<file path="src/rtl/traffic_pkg.sv">
// Shared definitions for the traffic / pedestrian signal blocks.
// Light encodings, pedestrian state enum, lamp payload struct, and a
// legality check for the one-hot vehicle light vector.
package traffic_pkg;

   localparam int unsigned LIGHT_W = 3;

   localparam logic [LIGHT_W-1:0] LIGHT_RED = 3'b100;
   localparam logic [LIGHT_W-1:0] LIGHT_YEL = 3'b010;
   localparam logic [LIGHT_W-1:0] LIGHT_GRN = 3'b001;

   typedef enum logic [1:0] {
      STOP  = 2'd0,
      WALK  = 2'd1,
      FLASH = 2'd2,
      FAULT = 2'd3
   } ped_state_e;

   // Registered lamp drive toward the crossing
   typedef struct packed {
      logic walk;
      logic dont_walk;
      logic fault;
   } ped_lamps_t;

   // True only for the three one-hot encodings
   function automatic logic light_legal(input logic [LIGHT_W-1:0] l);
      return (l == LIGHT_RED) || (l == LIGHT_YEL) || (l == LIGHT_GRN);
   endfunction

endpackage

</file>
<file path="src/rtl/ped_signal_ctrl_if.sv">
// Pedestrian controller bus.
//   light       : vehicle light vector (one-hot red/yellow/green)
//   ped_btn     : debounced push-button level
//   walk        : WALK lamp
//   dont_walk   : DON'T-WALK lamp
//   req_pending : crossing request waiting for the next red onset
//   fault       : sticky illegal-encoding flag
// master drives light/ped_btn; slave (the controller) drives the lamps.
interface ped_signal_ctrl_if;
   import traffic_pkg::*;

   logic [LIGHT_W-1:0] light;
   logic               ped_btn;
   logic               walk;
   logic               dont_walk;
   logic               req_pending;
   logic               fault;

   modport master (
      output light, ped_btn,
      input  walk, dont_walk, req_pending, fault
   );

   modport slave (
      input  light, ped_btn,
      output walk, dont_walk, req_pending, fault
   );

endinterface

</file>
<file path="src/rtl/phase_counter.sv">
// Loadable down-counter with a zero flag.
//   clk, rst  : clock, synchronous active-high reset (count -> 0)
//   load      : load load_val (wins over dec)
//   load_val  : value to load
//   dec       : decrement; holds at zero, never wraps
//   zero_c    : count == 0, decoded from the count register
module phase_counter #(
   parameter int unsigned CNT_W = 8
) (
   input  logic             clk,
   input  logic             rst,
   input  logic             load,
   input  logic [CNT_W-1:0] load_val,
   input  logic             dec,
   output logic             zero_c
);

   logic [CNT_W-1:0] count_q;

   always_ff @(posedge clk) begin
      if (rst)                          count_q <= '0;
      else if (load)                    count_q <= load_val;
      else if (dec && (count_q != '0))  count_q <= count_q - CNT_W'(1);
   end

   assign zero_c = (count_q == '0);

endmodule

</file>
<file path="src/rtl/ped_signal_ctrl.sv">
// Pedestrian crossing controller downstream of the vehicle light FSM.
// Grants WALK only at a red onset, follows with flashing DON'T-WALK,
// drops to STOP the moment red is withdrawn, and latches FAULT on any
// illegal light encoding until reset.
//   clk, rst : clock, synchronous active-high reset
//   bus      : slave side of ped_signal_ctrl_if (light/ped_btn in, lamps out)
module ped_signal_ctrl
   import traffic_pkg::*;
#(
   parameter int unsigned WALK_CYCLES  = 6,
   parameter int unsigned FLASH_CYCLES = 4,
   parameter int unsigned FLASH_HALF   = 1,
   parameter int unsigned CNT_W        = 8
) (
   input  logic               clk,
   input  logic               rst,
   ped_signal_ctrl_if.slave   bus
);

   localparam logic [CNT_W-1:0] WALK_LOAD  = CNT_W'(WALK_CYCLES - 1);
   localparam logic [CNT_W-1:0] FLASH_LOAD = CNT_W'(FLASH_CYCLES - 1);
   localparam logic [CNT_W-1:0] HALF_LOAD  = CNT_W'(FLASH_HALF - 1);

   ped_state_e         state_q, state_d;
   logic [LIGHT_W-1:0] light_q;
   logic               req_q, req_d;
   logic               phase_q, phase_d;
   ped_lamps_t         lamps_q, lamps_d;

   logic               cnt_load, cnt_dec, cnt_zero;
   logic [CNT_W-1:0]   cnt_val;
   logic               div_load, div_dec, div_zero;

   logic               red_c, red_onset_c;

   assign red_c       = (bus.light == LIGHT_RED);
   assign red_onset_c = red_c && (light_q != LIGHT_RED);

   // Phase length counter (WALK / FLASH duration)
   phase_counter #(.CNT_W(CNT_W)) u_phase_cnt (
      .clk      (clk),
      .rst      (rst),
      .load     (cnt_load),
      .load_val (cnt_val),
      .dec      (cnt_dec),
      .zero_c   (cnt_zero)
   );

   // Flash half-period divider
   phase_counter #(.CNT_W(CNT_W)) u_flash_div (
      .clk      (clk),
      .rst      (rst),
      .load     (div_load),
      .load_val (HALF_LOAD),
      .dec      (div_dec),
      .zero_c   (div_zero)
   );

   // State and output registers
   always_ff @(posedge clk) begin
      if (rst) begin
         state_q <= STOP;
         light_q <= LIGHT_GRN;
         req_q   <= 1'b0;
         phase_q <= 1'b1;
         lamps_q <= '{walk: 1'b0, dont_walk: 1'b1, fault: 1'b0};
      end else begin
         state_q <= state_d;
         light_q <= bus.light;
         req_q   <= req_d;
         phase_q <= phase_d;
         lamps_q <= lamps_d;
      end
   end

   // Next state, counter control and next lamp values
   always_comb begin
      state_d  = state_q;
      req_d    = req_q;
      phase_d  = phase_q;
      cnt_load = 1'b0;
      cnt_val  = '0;
      cnt_dec  = 1'b0;
      div_load = 1'b0;
      div_dec  = 1'b0;

      if (!light_legal(bus.light)) begin
         state_d = FAULT;
         req_d   = 1'b0;
      end else begin
         unique case (state_q)
            STOP: begin
               if (red_onset_c && (req_q || bus.ped_btn)) begin
                  state_d  = WALK;
                  req_d    = 1'b0;
                  cnt_load = 1'b1;
                  cnt_val  = WALK_LOAD;
               end else if (bus.ped_btn) begin
                  req_d = 1'b1;
               end
            end
            WALK: begin
               if (!red_c) begin
                  state_d  = STOP;
                  req_d    = 1'b0;
                  cnt_load = 1'b1;
               end else if (cnt_zero) begin
                  state_d  = FLASH;
                  cnt_load = 1'b1;
                  cnt_val  = FLASH_LOAD;
                  phase_d  = 1'b1;
                  div_load = 1'b1;
               end else begin
                  cnt_dec = 1'b1;
               end
            end
            FLASH: begin
               if (!red_c || cnt_zero) begin
                  state_d  = STOP;
                  req_d    = 1'b0;
                  cnt_load = 1'b1;
               end else begin
                  cnt_dec = 1'b1;
                  if (div_zero) begin
                     phase_d  = ~phase_q;
                     div_load = 1'b1;
                  end else begin
                     div_dec = 1'b1;
                  end
               end
            end
            FAULT: begin
               req_d = 1'b0;
            end
            default: begin
               state_d = FAULT;
               req_d   = 1'b0;
            end
         endcase
      end

      // Lamps follow the state being entered so they change on the transition edge
      lamps_d = '{walk: 1'b0, dont_walk: 1'b1, fault: 1'b0};
      unique case (state_d)
         WALK:    lamps_d = '{walk: 1'b1, dont_walk: 1'b0,    fault: 1'b0};
         FLASH:   lamps_d = '{walk: 1'b0, dont_walk: phase_d, fault: 1'b0};
         FAULT:   lamps_d = '{walk: 1'b0, dont_walk: 1'b1,    fault: 1'b1};
         default: lamps_d = '{walk: 1'b0, dont_walk: 1'b1,    fault: 1'b0};
      endcase
   end

   assign bus.walk        = lamps_q.walk;
   assign bus.dont_walk   = lamps_q.dont_walk;
   assign bus.fault       = lamps_q.fault;
   assign bus.req_pending = req_q;

endmodule

</file>
<file path="src/flat_wrapper.sv">
// flat-port wrapper written by rule: the top's interface ports become plain ports
module ped_signal_ctrl_flat import traffic_pkg::*;
#(
   parameter int unsigned WALK_CYCLES  = 6,
   parameter int unsigned FLASH_CYCLES = 4,
   parameter int unsigned FLASH_HALF   = 1,
   parameter int unsigned CNT_W        = 8
)
  (clk, rst, bus_light, bus_ped_btn, bus_walk, bus_dont_walk, bus_req_pending, bus_fault);
  ped_signal_ctrl_if bus_i ();
  input  logic clk;
  input  logic rst;
  input wire logic [$bits(bus_i.light)-1:0] bus_light;
  input wire logic [$bits(bus_i.ped_btn)-1:0] bus_ped_btn;
  output wire logic [$bits(bus_i.walk)-1:0] bus_walk;
  output wire logic [$bits(bus_i.dont_walk)-1:0] bus_dont_walk;
  output wire logic [$bits(bus_i.req_pending)-1:0] bus_req_pending;
  output wire logic [$bits(bus_i.fault)-1:0] bus_fault;
  assign bus_i.light = bus_light;
  assign bus_i.ped_btn = bus_ped_btn;
  assign bus_walk = bus_i.walk;
  assign bus_dont_walk = bus_i.dont_walk;
  assign bus_req_pending = bus_i.req_pending;
  assign bus_fault = bus_i.fault;
  ped_signal_ctrl #(.WALK_CYCLES(WALK_CYCLES), .FLASH_CYCLES(FLASH_CYCLES), .FLASH_HALF(FLASH_HALF), .CNT_W(CNT_W)) u_core (.clk(clk), .rst(rst), .bus(bus_i));
endmodule
</file>
<file path="config.mk">
export PLATFORM = sky130hd
export DESIGN_NAME = ped_signal_ctrl_flat
export DESIGN_NICKNAME = d
export VERILOG_FILES = /design/src/rtl/traffic_pkg.sv /design/src/rtl/ped_signal_ctrl_if.sv /design/src/rtl/phase_counter.sv /design/src/rtl/ped_signal_ctrl.sv /design/src/flat_wrapper.sv
export SDC_FILE = /design/constraint.sdc
export NUM_CORES = 1
export LEC_CHECK = 0
export CORE_ASPECT_RATIO = 1.1
export CORE_UTILIZATION = 35
export DETAILED_ROUTE_END_ITERATION = 12
export GPL_TIMING_DRIVEN = 0
export SYNTH_ARGS = -nofsm -noshare
export SYNTH_HDL_FRONTEND = slang
export SYNTH_HIERARCHICAL = 1
export SYNTH_SLANG_ARGS = --single-unit
</file>
<file path="constraint.sdc">
create_clock -name clk -period 4 [get_ports clk]
set_input_delay 0.8 -clock clk [delete_from_list [all_inputs] [get_ports clk]]
set_output_delay 0.8 -clock clk [all_outputs]
set_load 0.05 [all_outputs]
</file>
Yosys cells after proc, flatten, opt, wreduce, memory -nomap -nowiden:

Index checks and enable logic that the tools add are counted.

* add/sub/neg operators: 2
* equal/unequal tests: 13
* mux-type cells: 45
* bitwise operators: 2
* reduce and logical (&&, ||, !) cells: 18

Operators with widths (number)
* $mux W8: 4
* $mux W1: 26
* $logic_not A8 Y1: 2
* $pmux W8 S2: 1
* $reduce_bool A8 Y1: 2
* $sub A8 B1 Y8 const B: 2
* $mux W2: 6
* $pmux W3 S3: 1
* $eq A2 B2 Y1 const B: 4
* $pmux W1 S2: 3
* $pmux W2 S3: 1
* $eq A2 B1 Y1 const B: 2
* $logic_and A1 B1 Y1: 4
* $logic_or A1 B1 Y1: 4
* $pmux W1 S4: 1
* $reduce_or A2 Y1: 2
* $eq A3 B1 Y1 const B: 1
* $eq A3 B2 Y1 const B: 1
* $eq A3 B3 Y1 const B: 1
* $mux W3: 1
* $ne A3 B2 Y1 const B: 1
* $ne A3 B3 Y1 const B: 1
* $pmux W1 S3: 1
* $reduce_and A3 Y1: 1
* other kinds (6): 7

* register bits: 26
* input port bits: 6
* output and inout port bits: 4
* logic and storage cells: 89

Depth between registers and ports, before layout:

* word-level depth: 9
* depth in mapped cells: 11
* gate-level depth less buffers: 10

Hierarchy:

The synthesis kept the hierarchy.

By module, submodules not included
* phase_counter: instances 2, cells each 59, area an instance 515.5 sq um, sequential area each 160.2 sq um
* ped_signal_ctrl: instances 1, cells each 73, area an instance 654.4 sq um, sequential area each 200.2 sq um

Worst setup path before layout:

OpenSTA, ideal clock, no wires.

* path type: input to register
* from: input port bus_light[1]
* to: register u_core.u_phase_cnt.count_q[7]
* setup time: 134 ps
* arrival: 2722 ps
* data required time: 3866 ps
* path slack: 1145 ps
* stages: 7
* buffers on the path: 0
* cell sequence: nor3b_2 -> nand2_1 -> nor3_1 -> or3b_2 -> nor3_1 -> mux2i_1 -> a211oi_1

* word-level cells in the longest chain between the ends: 8
* elaborated cells between the ends (all ways): 22
* those cells by class: eq/ne: 3; mux: 11; reduce/logical: 8

Ends and longest elaborated chain
* start, declared: RTL line flat_wrapper.sv:13 `input wire logic [$bits(bus_i.light)-1:0] bus_light;`
* $eq A3 B3 Y1: RTL line traffic_pkg.sv:28, ped_signal_ctrl.sv:36
* $logic_not A1 Y1
* $logic_or A1 B1 Y1: RTL line ped_signal_ctrl.sv:118 `if (!red_c || cnt_zero) begin`
* $mux W1: RTL line ped_signal_ctrl.sv:118
* $pmux W1 S2: RTL line ped_signal_ctrl.sv:91 `unique case (state_q)`
* $mux W1 *: RTL line ped_signal_ctrl.sv:87 `if (!light_legal(bus.light)) begin`
* via u_core.cnt_dec: RTL line ped_signal_ctrl.sv:30 `logic cnt_load, cnt_dec, cnt_zero;`
* $logic_and A1 B1 Y1 *: RTL line phase_counter.sv:23 `else if (dec && (count_q != '0)) count_q <= count_q - CNT_W'(1);`
* $reduce_bool A2 Y1 (no source line) *
* end signal, assigned: RTL line phase_counter.sv:22 `else if (load) count_q <= load_val;`
* end signal, assigned: RTL line phase_counter.sv:23
* end, declared: RTL line phase_counter.sv:18 `logic [CNT_W-1:0] count_q;`

The timed path passes the listed nets; every way through them passes the cells marked *.
A chain may end at the register's enable or synchronous reset.

Worst setup path after layout:

* from: input port bus_light[2]
* to: register u_core.u_phase_cnt.count_q[5]

The elaborated chain is that of the path after synthesis.

==> PnR_summary.wiki <==
{| class="wikitable"
! Metric !! Value
|-
| Async set-or-reset flop fraction in the synthesized netlist || 0%
|-
| H-tree Lvls || 1
|-
| Final ANT Viol Nets || 0
|-
| # Max-Cap Violations || 0
|-
| Number of buffers added for setup after CTS || 0
|-
| Gr ovfl total || 0
|-
| Fraction of the yosys area taken by sequential cells || between 30% and 40%
|-
| Cells after DPL || 268
|-
| Count of vias placed by the detailed router || 1391
|-
| Pins over their slew limit || 0
|-
| Clk root buf || sky130_fd_sc_hd__clkbuf_8
|-
| DRT Pass-1 Iters || 4
|-
| Detailed-route wire length || 3359 um
|-
| Critical Setup Path Class || in2reg
|-
| Area share of the leading cell type in the synthesized netlist || 30.88%
|-
| Wire length of the first global-routing pass || between 5000 and 6000 um
|-
| Antenna violations before repair || 0
|-
| Via count of the first global-routing pass || 1300
|-
| Worst-skew pair later-pin latency || 0.28 ns
|-
| Total DRC errors in the routed layout || 0
|-
| Average wire length per cell after detail routing || roughly 12 um
|-
| Final cell count without fillers || 272
|-
| Path category of the worst min-delay check || reg2reg
|-
| Number of flops mapped to enable cells by yosys || 0
|-
| Synth unique cells || 50
|-
| Pin slew with the least headroom to its limit || 1.038 ns
|-
| Maximum clock rate || about 270 MHz
|-
| Number of hold buffers added after CTS || 0
|-
| Clock period minus worst slack || between 3 and 4 ns
|-
| Chip Height || between 70 and 80 um
|-
| Slowest CP cell || sky130_fd_sc_hd__nor3_1
|-
| Maximum vdd ir drop || between 150 and 200 uV
|-
| Setup-violating endpoint count in the final report || 0
|-
| Setup TNS || 0 ns
|-
| Launching element type of the critical path || primary input
|-
| Global router's overall resource usage || 15.23%
|-
| Dominant synthesized flop cell || sky130_fd_sc_hd__dfxtp_1
|-
| Area share of fa/ha/maj cells after synthesis || a little under 6%
|-
| Highest fanout seen on the critical path || 10
|-
| Critical Path Max Stage Delay || roughly 0.70 ns
|-
| Die Wd || 68.17 um
|-
| Largest net degree at the start of global routing || 15
|-
| Number of hold-slack violations in the final timing report || 0
|-
| Global placement routability congestion || 0.7640
|-
| Number of CTS-inserted buffers || 3
|-
| Nets || 231
|-
| Clock transition time at the flip-flop clock pins of the worst setup and hold paths || 0.09 ns
|-
| Setup repair after global routing missed its margin || false
|-
| Effective utilization at floorplan || approximately 36%
|-
| Hold slack final || 0.5220 ns
|-
| Synth Area in XOR/XNOR || around 3.6%
|-
| Diode count || 0
|-
| Gate count of the mapped netlist || 191
|-
| # resized after CTS || 0
|-
| Main combinational cell family by area after synthesis || simple AND/OR/NAND/NOR gates
|-
| TritonCTS clock tree || done
|-
| Post-route total power || 627.2 uW
|-
| Leading area contributor after synthesis || sky130_fd_sc_hd__dfxtp_1
|-
| Largest delay share family, worst path || simple AND/OR/NAND/NOR gates
|-
| Area growth from synthesis to layout || 15.44%
|-
| Synth Area in Simple Gates || 27.32%
|-
| List of cells traversed by the critical path || clkdlybuf4s50_1 > nor3b_2 > nand2_1 > nor3_1 > o41ai_4 > or4_1 > a311oi_1
|-
| Mean area per synthesized cell || 8.824 sq um
|-
| Worst Setup End Kind || register
|-
| Area fraction in compound gates after synthesis || 24.94%
|-
| Top-level port count || 10
|-
| Setup clock skew after layout || around 0.003 ns
|-
| Core outline area || 0.004652 sq mm
|-
| Number of clock sinks seen by CTS || 26
|-
| Cells taking the most area after synthesis || sky130_fd_sc_hd__dfxtp_1, sky130_fd_sc_hd__ha_1, sky130_fd_sc_hd__a21oi_1
|-
| Fraction of the cycle the final worst path needs || 91.02%
|-
| Iter 0 DRT Violations || 63
|-
| Cell area after synthesis || ~0.0017 sq mm
|-
| Cell Rows || 26
|-
| Total leakage power || 0.0007096 uW
|-
| Number of vias per cell after detailed routing || between 5 and 6
|-
| Buffer levels on the longest clock path || 2
|-
| Run status || finished clean
|-
| Arrival time of the worst setup path || 3.83 ns
|-
| Half-perimeter wire length of the detailed placement result || 2510 um
|-
| Synthesis Warnings || 6
|-
| Post-synthesis mux area share || 2.524%
|-
| P per Cell Area || 322.4 mW/mm^2
|-
| Combined buffer and inverter count along the critical path || 1
|-
| Share of layout cells above drive strength 1 || 12.96%
|-
| Number of buffers added on ports || 9
|-
| Worst path required time || 4.19 ns
|-
| Number of flip-flops and latches in the synthesized netlist || 26
|-
| Rel. slew slack || 30.16%
|-
| Die Footprint || 0.005097 sq mm
|}
==> tightest hold or removal path, cell delays in order, from the launching register on <==
cell and delay (ns):
sky130_fd_sc_hd__dfxtp_1 0.33, sky130_fd_sc_hd__o31ai_1 0.06, sky130_fd_sc_hd__a311oi_1 0.09
==> metal layers <==
layer / wire, um / GRT usage, % / up-vias
met2: 1570 / 25.05 / 12
met3: 62 / 1.970 / 5
met5: 0 / 0 / -
met1: 1661 / 19.28 / 631
li1: - / - / 743
met4: 65 / 7.870 / 0
==> path summary, 6_finish.rpt <==
check / startpoint / end / slack, ns / depth (start not counted)
min reg2reg: u_core/u_phase_cnt/count_q[5]$_SDFFE_PP0P_ / u_core/u_phase_cnt/count_q[5]$_SDFFE_PP0P_ / 0.52 / 2
min: u_core/u_phase_cnt/count_q[5]$_SDFFE_PP0P_ / u_core/u_phase_cnt/count_q[5]$_SDFFE_PP0P_ / 0.52 / 2
max reg2reg: u_core/u_phase_cnt/count_q[2]$_SDFFE_PP0P_ / u_core/u_flash_div/count_q[5]$_SDFFE_PP0P_ / 0.52 / 7
max: bus_light[2] / u_core/u_phase_cnt/count_q[5]$_SDFFE_PP0P_ / 0.36 / 7
==> Yosys cell counts, drive strengths merged, types with 4 or more instances <==
cell,count
dfxtp,26
nor2,18
a21oi,15
o21ai,14
inv,13
or4,10
ha,8
nand2,7
nor3b,7
xnor2,7
o211ai,5
a211oi,4
a311oi,4
nor2b,4
nor3,4
o21a,4
or3,4
==> registers in the layout (all words and copies together) (netlist names) <==
| name | cells |
|---|---|
| u_core/u_phase_cnt/count_q | 8 |
| u_core/state_q | 2 |
| u_core/bus.dont_walk | 1 |
| u_core/bus.walk | 1 |
| u_core/bus.fault | 1 |
| u_core/u_flash_div/count_q | 8 |
| u_core/phase_q | 1 |
| u_core/bus.req_pending | 1 |
| u_core/light_q | 3 |
==> per-stage QoR <==
stage	setup WS [ns]	util, %	cell area, sq um
6_report	0.3590	41.82	1946
5_1_grt	0.1580	41.82	1946
4_1_cts	0.3477	41.82	1946
3_5_place_dp	0.07147	40.64	1891
3_3_place_gp	0.08476	40.64	1891
2_1_floorplan	1.145	-	1730
==> layout make-up <==
cell class | count | area, sq um
Buffer | 5 | 20.02
Fill cell | 493 | 2706
Multi-Input combinational cell | 157 | 1134
Clock buffer | 4 | 55.05
Tap cell | 56 | 70.07
Sequential cell | 26 | 520.5
Timing Repair Buffer | 9 | 90.09
Inverter | 15 | 56.30
==> where the power goes <==
group / internal [uW] / total (uW) / switching, uW
registers: 275 / 289 / 14.1
logic: 66.2 / 161 / 95.2
clock network: 88.3 / 177 / 88.4
total: 429 / 627 / 198
==> placed cells by master (no fill, tap or decap), drive strengths merged, types with 5 or more instances in the layout <==
master | Yosys | routed
xnor2 | 7 | 7
conb | 1 | 13
a21oi | 15 | 15
nor2 | 18 | 18
o21ai | 14 | 14
or4 | 10 | 10
nand2 | 7 | 7
o211ai | 5 | 5
inv | 13 | 13
ha | 8 | 8
clkbuf | 2 | 6
dfxtp | 26 | 26
clkdlybuf4s50 | 0 | 9
nor3b | 7 | 7
==> cells by family after synthesis <==
group	after synthesis
simple gates	70
compound gates	56
flops	26
buf+inv	20
fa+ha+maj	8
xor+xnor	7
mux	3
other cells	1
Power figures use the tool's default switching activity.
==> patch 1, RTL diff (same flow settings) <==
`CNT_W` is set to 8 in 3 places; all go to 6.
--- a/src/rtl/phase_counter.sv
+++ b/src/rtl/phase_counter.sv
@@ -5,7 +5,7 @@
 //   dec       : decrement; holds at zero, never wraps
 //   zero_c    : count == 0, decoded from the count register
 module phase_counter #(
-   parameter int unsigned CNT_W = 8
+   parameter int unsigned CNT_W = 6
 ) (
    input  logic             clk,
    input  logic             rst,
--- a/src/rtl/ped_signal_ctrl.sv
+++ b/src/rtl/ped_signal_ctrl.sv
@@ -10,7 +10,7 @@
    parameter int unsigned WALK_CYCLES  = 6,
    parameter int unsigned FLASH_CYCLES = 4,
    parameter int unsigned FLASH_HALF   = 1,
-   parameter int unsigned CNT_W        = 8
+   parameter int unsigned CNT_W        = 6
 ) (
    input  logic               clk,
    input  logic               rst,
--- a/src/flat_wrapper.sv
+++ b/src/flat_wrapper.sv
@@ -4,7 +4,7 @@
    parameter int unsigned WALK_CYCLES  = 6,
    parameter int unsigned FLASH_CYCLES = 4,
    parameter int unsigned FLASH_HALF   = 1,
-   parameter int unsigned CNT_W        = 8
+   parameter int unsigned CNT_W        = 6
 )
   (clk, rst, bus_light, bus_ped_btn, bus_walk, bus_dont_walk, bus_req_pending, bus_fault);
   ped_signal_ctrl_if bus_i ();
Function: same outputs for any inputs over 10 cycles, from zero or initial values and one cycle with rst high; that may be too few to reach the edited logic, so the function may still have changed.
==> patch 1 against the original RTL <==
  * Setup slack improved by 0.32 ns
  * Non-clock buffer count decreased by 2
  * Synthesized cell count decreased by 18%
  * Total power decreased by 9.4%
  * Design area decreased by 16%
  * Routed wire length decreased by 16%
  * Hold slack improved by 0.016 ns
  * First-iteration DRC count decreased by 25%
  * Combinational power decreased by 5%
  * Sequential cell count decreased by 4
  * Critical path depth increased by 1
  * Count of clock-buffer cells in the layout unchanged
  * Die area decreased by 17%
  * Area after synthesis decreased by 17%
  * Largest cell class unchanged
  * Largest power group unchanged
  * Highest routed layer unchanged
==> patch 1: results (changes against the original RTL) <==
\begin{tabular}{lr}
\hline
Metric & Value \\
\hline
\multicolumn{2}{l}{\textbf{Status}} \\
Status & complete, no violations \\
\multicolumn{2}{l}{\textbf{Placement}} \\
Worst slack at placement & 0.402 ns (+0.330 ns) \\
Placed instance count & 224 (-16\%) \\
Routability cong. & 0.783 (+2.5\%) \\
\multicolumn{2}{l}{\textbf{Pwr}} \\
Peak supply drop & 0.116 mV (-31\%) \\
Switch share & 31.8\% (+0.30 points) \\
Leakage component of the power & 0.588 nW (-17\%) \\
\multicolumn{2}{l}{\textbf{Timing}} \\
Worst Max-Slew Pin Slew & 0.932 ns (-0.106 ns) \\
Worst Setup Slack, final & 0.680 ns (+0.320 ns) \\
Worst Clk Skew & 0.00429 ns (+0.00119 ns) \\
\multicolumn{2}{l}{\textbf{Final layout}} \\
Final nets & 193 (-16\%) \\
Buffering overhead & 6.43\% (+0.77 points) \\
Reg area & 440 µm² (-15\%) \\
Non-filler cells in the finished layout & 228 (-16\%) \\
Fraction of layout cells with a size suffix above 1 & 13.5\% (+0.52 points) \\
Multi-input comb cells & 127 (-19\%) \\
Sequential cell count & 22 (-15\%) \\
Number of ordinary inverters in the final layout & 13 (-2) \\
\multicolumn{2}{l}{\textbf{Worst setup path}} \\
Worst reg-to-reg path cell count & 10 (+3) \\
Highest-delay cell along the critical path & sky130\_fd\_sc\_hd\_\_clkdlybuf4s50\_1 \\
\multicolumn{2}{l}{\textbf{Synth}} \\
Count of different cell masters after synthesis & 44 (-12\%) \\
Most area-consuming cells after synthesis & sky130\_fd\_sc\_hd\_\_dfxtp\_1 (32\%), sky130\_fd\_sc\_hd\_\_ha\_1 (7.2\%), sky130\_fd\_sc\_hd\_\_nor2\_1 (4.0\%), sky130\_fd\_sc\_hd\_\_or4b\_4 (3.9\%), sky130\_fd\_sc\_hd\_\_nor3\_1 (3.6\%) \\
Commonest cells in the netlist & sky130\_fd\_sc\_hd\_\_dfxtp\_1 (22), sky130\_fd\_sc\_hd\_\_nor2\_1 (15), sky130\_fd\_sc\_hd\_\_inv\_1 (13) \\
Post-synthesis area per instance & 8.90 µm² (+0.88\%) \\
\multicolumn{2}{l}{\textbf{Routing}} \\
Number of design-rule violations left by the first detailed-router iteration & 47 (-25\%) \\
Routed length on met2 & 1490 µm (-5.4\%) \\
\multicolumn{2}{l}{\textbf{Global route}} \\
Wire length of the first global-routing pass & 4990 µm (-14\%) \\
\multicolumn{2}{l}{\textbf{Clocking}} \\
Clock Latency Late Sink & 0.26 ns (-0.02 ns) \\
\hline
\end{tabular}
## patch 1: cell count changes after synthesis, sizes merged, moves of 4 or more
cell	before	now
a211oi	4	8
nor3	4	12
dfxtp	26	22
or4b	0	4
a21oi	15	9
nor3b	7	1
or4	10	0
or3	4	0
## patch 1: worst paths after layout
check / from / end / slack [ns]
setup / recovery: bus_light[2] / u_core/u_phase_cnt/count_q[5] / 0.68
hold / removal: u_core/u_flash_div/count_q[1] / u_core/u_flash_div/count_q[1] / 0.54
setup reg to reg: u_core/u_phase_cnt/count_q[0] / u_core/u_flash_div/count_q[5] / 1.33
hold reg to reg: u_core/u_flash_div/count_q[1] / u_core/u_flash_div/count_q[1] / 0.54
## patch 1: cells by family (layout without fill, tap and decap cells)
group	count (synthesis)	in the layout	synth area share [%]
and+or+nand+nor	56	56	26.5
AOI/OAI and AO/OA	46	46	23.8
DFF	22	22	31.5
buffers and inverters	16	29	4.57
adders and majority gates	8	8	7.16
xor gates and xnor gates	5	5	3.13
muxes	3	3	3.04
other	1	9	0.268
## patch 1: power by group through the flow
stage                     combinational [mW]  clock (mW)  sequential, mW
after floorplan                        0.105           0           0.263
after global placement                 0.149           0           0.254
after detailed placement               0.154           0           0.255
after CTS                              0.155       0.171           0.250
after global routing                   0.170       0.176           0.253
final                                  0.153       0.165           0.250
## patch 1: metal layers
metal  global-route usage (%)  vias to the layer above
li1                         -                      607
met1                     16.6                      567
met2                     28.7                       18
met3                     2.00                        2
met4                     4.36                        0
met5                        0                        -
## patch 1: stage by stage
step	hold slack (ns)	utilization [%]	instance area [µm²]
2_1_floorplan	0.485	-	1430
3_3_place_gp	0.509	42.2	1580
3_5_place_dp	0.523	42.2	1580
4_1_cts	0.538	43.7	1640
5_1_grt	0.577	43.7	1640
6_report	0.538	43.7	1640
==> patch 2, RTL diff (same settings) <==
Made on the original files. Make the reset (`rst`) asynchronous in 2 clocked blocks. Comments in the files are not updated.
--- a/src/rtl/phase_counter.sv
+++ b/src/rtl/phase_counter.sv
@@ -17,7 +17,7 @@
 
    logic [CNT_W-1:0] count_q;
 
-   always_ff @(posedge clk) begin
+   always_ff @(posedge clk or posedge rst) begin
       if (rst)                          count_q <= '0;
       else if (load)                    count_q <= load_val;
       else if (dec && (count_q != '0))  count_q <= count_q - CNT_W'(1);
--- a/src/rtl/ped_signal_ctrl.sv
+++ b/src/rtl/ped_signal_ctrl.sv
@@ -57,7 +57,7 @@
    );
 
    // State and output registers
-   always_ff @(posedge clk) begin
+   always_ff @(posedge clk or posedge rst) begin
       if (rst) begin
          state_q <= STOP;
          light_q <= LIGHT_GRN;
Behaviour: differs if rst is asserted again (counterexample within 4 cycles, from zero or initial values and one cycle with rst high); with rst held inactive, the same outputs for 10 cycles.
==> patch 2 against the original RTL <==
  * Register-to-register slack improved by 0.42 ns
  * Setup slack got worse by 0.017 ns
  * Routed wire length increased by 0.36%
  * Area after synthesis increased by 2.2%
  * Design area increased by 2.7%
  * Die area increased by 2.1%
  * Sequential cell count unchanged
  * Critical path depth unchanged
  * Utilization increased by 0.83 points
  * Clock skew increased by 0.0019 ns
  * Non-clock buffer count unchanged
  * Critical endpoint is now u_core/u_phase_cnt/count_q[5]
Power is not compared: it rests on default switching activity, and its combinational part moved more than twofold at a synthesized area within 25%.
==> patch 2: results (changes against the original RTL) <==
\begin{tabular}{lr}
\hline
Metric & Value \\
\hline
\multicolumn{2}{l}{\textbf{Synth}} \\
Adder-cell share of the synthesized area & 6.54\% (+0.60 points) \\
Sequential-to-total area share from yosys stat & 38.0\% (+7.1 points) \\
Commonest cells in the netlist & sky130\_fd\_sc\_hd\_\_dfrtp\_1 (23), sky130\_fd\_sc\_hd\_\_nand2\_1 (19), sky130\_fd\_sc\_hd\_\_nor2\_1 (16) \\
Xor and xnor fraction of the mapped netlist area & 2.54\% (-1.1 points) \\
Most area-consuming cells after synthesis & sky130\_fd\_sc\_hd\_\_dfrtp\_1 (33\%), sky130\_fd\_sc\_hd\_\_ha\_1 (6.5\%), sky130\_fd\_sc\_hd\_\_dfstp\_2 (4.6\%), sky130\_fd\_sc\_hd\_\_nand2\_1 (4.1\%), sky130\_fd\_sc\_hd\_\_o21ai\_0 (3.5\%) \\
Proportion of synthesized area in mux cells & 0.654\% (-1.9 points) \\
Fraction of the mapped netlist area in compound gates & 21.7\% (-3.3 points) \\
Asr flop ratio synth & 100\% (+100 points) \\
Number of standard cells after synthesis & 192 (+0.52\%) \\
\multicolumn{2}{l}{\textbf{Worst setup path}} \\
Critical path arrival & 3.85 ns (+0.02 ns) \\
Highest-delay cell along the critical path & sky130\_fd\_sc\_hd\_\_nor4\_1 \\
Worst reg-to-reg path cell count & 8 (+1) \\
Maximum fanout encountered on the critical timing path & 6 (-4) \\
\multicolumn{2}{l}{\textbf{Placement}} \\
Post-placement cell area & 1930 µm² (+1.9\%) \\
Worst slack at placement & 0.120 ns (+0.0490 ns) \\
Post-detailed-placement half-perimeter wirelength & 2540 µm (+1.0\%) \\
Placed instance count & 269 (+0.37\%) \\
\multicolumn{2}{l}{\textbf{Routing}} \\
Aggregate routed wire length & 3370 µm (+0.36\%) \\
Overall via count from detail\_route & 1402 (+0.79\%) \\
Number of design-rule violations left by the first detailed-router iteration & 65 (+3.2\%) \\
\multicolumn{2}{l}{\textbf{Status}} \\
Status & complete, no violations \\
\multicolumn{2}{l}{\textbf{Global route}} \\
Pin count of the biggest net entering global routing & 16 (+1) \\
Wire length of the first global-routing pass & 5840 µm (+0.71\%) \\
Overall routing resource usage & 14.9\% (-0.37 points) \\
Number of global-route vias before repair & 1299 (-0.077\%) \\
Global-route track usage on met1 & 19.2\% (-0.075 points) \\
\multicolumn{2}{l}{\textbf{Timing}} \\
Worst Clk Skew & 0.00499 ns (+0.00190 ns) \\
\multicolumn{2}{l}{\textbf{Final layout}} \\
Fraction of layout cells with a size suffix above 1 & 9.22\% (-3.7 points) \\
Non-filler cells in the finished layout & 273 (+0.37\%) \\
\hline
\end{tabular}
==> patch 2: changes by cell type in the layout (fill, tap and decap cells not counted), moves of 5 or more <==
cell and change:
sky130_fd_sc_hd__xnor2_1 -5, sky130_fd_sc_hd__a21oi_1 -11, sky130_fd_sc_hd__dfrtp_1 +23, sky130_fd_sc_hd__dfxtp_1 -26, sky130_fd_sc_hd__nand2_1 +12
==> patch 2: report_power, final <==
part | total, mW | switching (mW) | leakage, nW | internal (mW)
Clock | 0.219 | 0.0850 | 0.0357 | 0.134
Sequential | 0.444 | 0.0877 | 0.316 | 0.356
Combinational | 0.520 | 0.303 | 0.452 | 0.217
Total | 1.18 | 0.476 | 0.803 | 0.707
==> patch 2: metal layers <==
layer | share of wire [%] | up-vias
met4 | 0.39 | 0
li1 | - | 736
met1 | 48 | 654
met2 | 50 | 10
met5 | 0 | -
met3 | 1.9 | 2
==> patch 2: path summary, 6_finish.rpt <==
check,start,endpoint,slack [ns]
worst max register to register,u_core/u_phase_cnt/count_q[0],u_core/u_phase_cnt/count_q[5],0.94
min in group asynchronous,rst,u_core/u_flash_div/count_q[5],0.84
worst min register to register,u_core/phase_q,u_core/phase_q,0.52
worst min-delay path,u_core/phase_q,u_core/phase_q,0.52
worst max-delay path,bus_light[2],u_core/u_phase_cnt/count_q[5],0.34
max in group asynchronous,rst,u_core/phase_q,2.81
==> patch 2: cell type report <==
type	count	area [µm²]
Buffer	5	21.3
Clock buffer	3	41.3
Clock inverter	1	30.0
Fill cell	485	2690
Inverter	14	52.6
Multi-Input combinational cell	159	1040
Sequential cell	26	654
Tap cell	56	70.1
Timing Repair Buffer	9	90.1
